### src/rtl/baud_generator.sv
// UART receive bit-timing engine: start detect, bit-centre strobes, stop check.
// Optional frame_err output enabled with `define UART_FRAME_ERR_EN.
module baud_generator #(
    parameter int CLK_FREQ  = 100_000_000,
    parameter int BAUD      = 9600,
    parameter int DATA_BITS = 8
) (
    input  logic sysclk,
    input  logic reset,
    input  logic enable,
    input  logic rx_active,
    output logic status,
    output logic finish,
    output logic budclk
`ifdef UART_FRAME_ERR_EN
    ,
    output logic frame_err
`endif
);

    localparam int BIT_CYCLES  = CLK_FREQ / BAUD;
    localparam int HALF_CYCLES = BIT_CYCLES / 2;
    localparam int CW = $clog2(BIT_CYCLES);
    localparam int BW = $clog2(DATA_BITS + 1);

    localparam logic [CW-1:0] HALF_M1 = CW'(HALF_CYCLES - 1);
    localparam logic [CW-1:0] BIT_M1  = CW'(BIT_CYCLES - 1);
    localparam logic [BW-1:0] LAST    = BW'(DATA_BITS - 1);

    typedef enum logic [1:0] {
        IDLE,
        START,
        DATA,
        STOP
    } state_t;

    state_t        state;
    logic [CW-1:0] cnt;
    logic [BW-1:0] bits;
    logic          s1;
    logic          rx_s;

    always_ff @(posedge sysclk) begin
        if (reset) begin
            s1     <= 1'b0;
            rx_s   <= 1'b0;
            state  <= IDLE;
            cnt    <= '0;
            bits   <= '0;
            status <= 1'b1;
            finish <= 1'b0;
            budclk <= 1'b0;
`ifdef UART_FRAME_ERR_EN
            frame_err <= 1'b0;
`endif
        end else begin
            s1     <= rx_active;
            rx_s   <= s1;
            finish <= 1'b0;
`ifdef UART_FRAME_ERR_EN
            frame_err <= 1'b0;
`endif
            if (!enable) begin
                state  <= IDLE;
                cnt    <= '0;
                bits   <= '0;
                status <= 1'b1;
                budclk <= 1'b0;
            end else begin
                // strobe falls half a bit after its rise, whatever the state
                if (budclk && cnt == HALF_M1)
                    budclk <= 1'b0;
                unique case (state)
                    IDLE: begin
                        if (rx_s) begin
                            state  <= START;
                            cnt    <= '0;
                            status <= 1'b0;
                        end
                    end
                    START: begin
                        if (cnt == HALF_M1) begin
                            cnt  <= '0;
                            bits <= '0;
                            if (rx_s) begin
                                state <= DATA;
                            end else begin
                                state  <= IDLE;
                                status <= 1'b1;
                            end
                        end else begin
                            cnt <= cnt + CW'(1);
                        end
                    end
                    DATA: begin
                        if (cnt == BIT_M1) begin
                            cnt    <= '0;
                            budclk <= 1'b1;
                            bits   <= bits + BW'(1);
                            if (bits == LAST)
                                state <= STOP;
                        end else begin
                            cnt <= cnt + CW'(1);
                        end
                    end
                    STOP: begin
                        if (cnt == BIT_M1) begin
                            cnt    <= '0;
                            state  <= IDLE;
                            status <= 1'b1;
                            if (!rx_s)
                                finish <= 1'b1;
`ifdef UART_FRAME_ERR_EN
                            else
                                frame_err <= 1'b1;
`endif
                        end else begin
                            cnt <= cnt + CW'(1);
                        end
                    end
                    default: state <= IDLE;
                endcase
            end
        end
    end

endmodule

### config.mk
export PLATFORM = sky130hd
export DESIGN_NAME = baud_generator
export DESIGN_NICKNAME = d
export VERILOG_FILES = /design/src/rtl/baud_generator.sv
export SDC_FILE = /design/constraint.sdc
export NUM_CORES = 1
export LEC_CHECK = 0
export ABC_AREA = 1
export ABC_CLOCK_PERIOD_IN_PS = 2100
export CAP_MARGIN = 20
export CORE_ASPECT_RATIO = 1.4
export CORE_MARGIN = 2
export CORE_UTILIZATION = 59
export CTS_CLUSTER_SIZE = 28
export DETAILED_ROUTE_END_ITERATION = 8
export MAX_ROUTING_LAYER = met4
export PLACE_DENSITY_LB_ADDON = 0.1
export SKIP_LAST_GASP = 1
export SLEW_MARGIN = 25
export SYNTH_ARGS = -nofsm -noshare
export SYNTH_HDL_FRONTEND = slang
export SYNTH_SLANG_ARGS = --single-unit
export TNS_END_PERCENT = 100
### constraint.sdc
create_clock -name sysclk -period 2.1 [get_ports sysclk]
set_input_delay 0.63 -clock sysclk [delete_from_list [all_inputs] [get_ports sysclk]]
set_output_delay 0.63 -clock sysclk [all_outputs]
set_load 0.005 [all_outputs]
==> metrics.txt <==
status=finished, final reports clean; crit path kind=register to primary output; ys async rst share=0; Logic pwr share=0.067; Cell Pwr Density=469.6 nW/um^2; DRC viols=0; Final setup viols=0; crit path from=status; reg-to-reg setup timing slack=0.38 ns; cell breakdown of the critical path=clkdlybuf4s50_1; Synth Flop Type=dfxtp_1; Tcrit/Tclk final=0.8686; Synth Area in XOR/XNOR=0; fill count=243; max-cap violation count=0; Antenna Nets Post-Route=0; Syn-to-layout area delta=7.901%; Critical Path Fanout Max=2; FP Rows=21; sequential share of power=0.644; core area=2391 um^2; CP Data Arrival Time=1.19 ns; post-synthesis mux area share=0; top post-synthesis cells by area=dfxtp_1, nand2_1, nor2_1; Reg2Reg Depth=10; Post-synth EDFFs=0; max-slew violation count=0; Stages on worst setup path=1; initial drt markers=43; placed cell count=271; clock buffer count from CTS=3; Buffers & Inverters on Critical Path=1; net switching power figure=0.1754 mW; Overall Global Routing Usage=0.2405; worst slew pin tran=0.4256 ns; routability cong.=0.8708; Post-Synth Adder-Cell Area=0.01699; vias in the first global route=1248; Clk pwr share=0.289; Pre-antenna DRT Iters=4; unrepaired setup endpoints after global routing=false; multi-input logic area=832.0 um^2; CP startpoint kind=register; worst min path class=register to register; setup bufs post-CTS=0; fmax=548.2 MHz; final hold vios=0; Setup TNS Final=0 ns; fin cells=275; maximum VDD drop=0.3980 mV; clock root buffer=clkbuf_4; Seq cells post-synth=25; Synth top cells by count=nand2_1, nor2_1, inv_1; most instantiated library cell after synthesis=nand2_1; Worst EP required=1.47 ns; CP Capture Type=primary output; post-synth top area share=0.3398; Top delay family on crit path=buffers and inverters; minimum clock period=1.824 ns; Synth Area in Simple Gates=0.4138; routed len/inst=11.11 um; Mapped Area=1473 um^2; worst setup path endpoint=status; area leader, netlist=dfxtp_1; Clock H-tree levels=1; Post-DP HPWL=2372 um; Reg2Reg Launch Point=cnt[0]; Int Power=0.5709 mW; Congestion Overflow GR=0; Antenna Diode Count=0; Syn Nets=239; Die H=63.12 um; clock sinks=25; hold buffers post-CTS=0; delay of the slowest critical-path stage=0.50 ns; I/O pin count=7; Die X-Extent=46.23 um; routed vias/inst=5.262; nets=248; max-slew headroom at the worst pin=0.7160; Avg Cell Area, Syn=6.320 um^2; Layout Skew=0.005527 ns; cts repair resizes=0; Cell variety after synth=27; Seq/Total Area, Yosys=0.3398; Compound-Gate Fraction of Synth Area=0.1342; share of layout cells above drive strength 1=0.1079; reg2reg end=cnt[3]; CTS tree=built; largest family of logic cells by synthesized area=simple AND/OR/NAND/NOR gates; DRT Wirelength=3055 um; CTS Buffer Depth=2; synth warn=0; via count=1447; Clock Latency Late Sink=0.32 ns; CP max stage cell=clkdlybuf4s50_1; Reg area=500.5 um^2; initial antenna violation count=0; leak pwr=0.6169 nW; first-pass GRT wire length=5154 um; pin count of the biggest net entering global routing=16; Starting Density=0.6159; Worst-path clk slew=0.13 ns; switching fraction of total power=0.2350; port buffer count=6; Die ar.=2917 um^2; synthesized instance count=233
worst min-delay path by stage:
stage | from | endpoint | slack, ns | depth (start not counted)
finish | s1 | rx_s | 0.42 | 2
global route | s1 | rx_s | 0.45 | 2
CTS | s1 | rx_s | 0.42 | 2
detailed placement | s1 | rx_s | 0.40 | 2
global placement | s1 | rx_s | 0.40 | 2
floorplan | s1 | rx_s | 0.39 | 2
stage by stage:
stage               utilization  power, mW  instance area [um^2]  worst slack (ns)  hold WS [ns]
detailed placement       0.6536     0.5412                  1563            0.2512        0.4006
CTS                      0.6646     0.7581                  1589            0.2549        0.4206
global route             0.6646     0.7767                  1589            0.1963        0.4505
finish                   0.6646     0.7462                  1589            0.2759        0.4181
global placement         0.6536     0.5404                  1563            0.2748        0.3972
floorplan                     -     0.5231                  1473            0.5884        0.3883
power groups by stage:
stage / sequential (mW) / clock, mW / combinational (mW)
6_report: 0.481 / 0.216 / 0.0501
5_1_grt: 0.481 / 0.240 / 0.0554
4_1_cts: 0.481 / 0.227 / 0.0502
3_5_place_dp: 0.491 / 0 / 0.0501
3_3_place_gp: 0.491 / 0 / 0.0495
2_1_floorplan: 0.490 / 0 / 0.0327
cell usage in the layout (no fill, tap or decap), drive strengths merged:
cell type	count
a21oi	18
a22oi	1
buf	2
clkbuf	4
clkdlybuf4s50	6
clkinv	1
dfxtp	25
ha	2
inv	29
nand2	72
nand3	19
nand4	5
nor2	37
nor3	3
nor4	1
o21a	1
o21ai	14
o21bai	1
metal layers:
metal  up-vias  GRT usage  routed length, um
met1       652     0.2852               1330
met2        33     0.4132               1567
met5         -          -                  0
li1        757          -                  -
met3         5    0.02579                117
met4         0    0.06429                 40
flip-flops by register name (all words and copies together), names as in the netlist, named ones only:
register  cells
state         1
budclk        1
finish        1
s1            1
status        1
cnt          14
rx_s          1
bits          4
logic make-up after synthesis:
| group | count (synthesis) |
|---|---|
| and+or+nand+nor | 137 |
| AOI/OAI and AO/OA | 35 |
| buffers and inverters | 34 |
| DFF | 25 |
| adders and majority gates | 2 |
layout make-up:
cell class,count,share of cell area
repair buffers,8,0.04724
multi-input cells,174,0.5236
clock buffers,4,0.01654
well taps,34,0.02677
inverters,30,0.07087
flip-flops and latches,25,0.3150
Note: power is estimated with default switching activity, not from simulation.
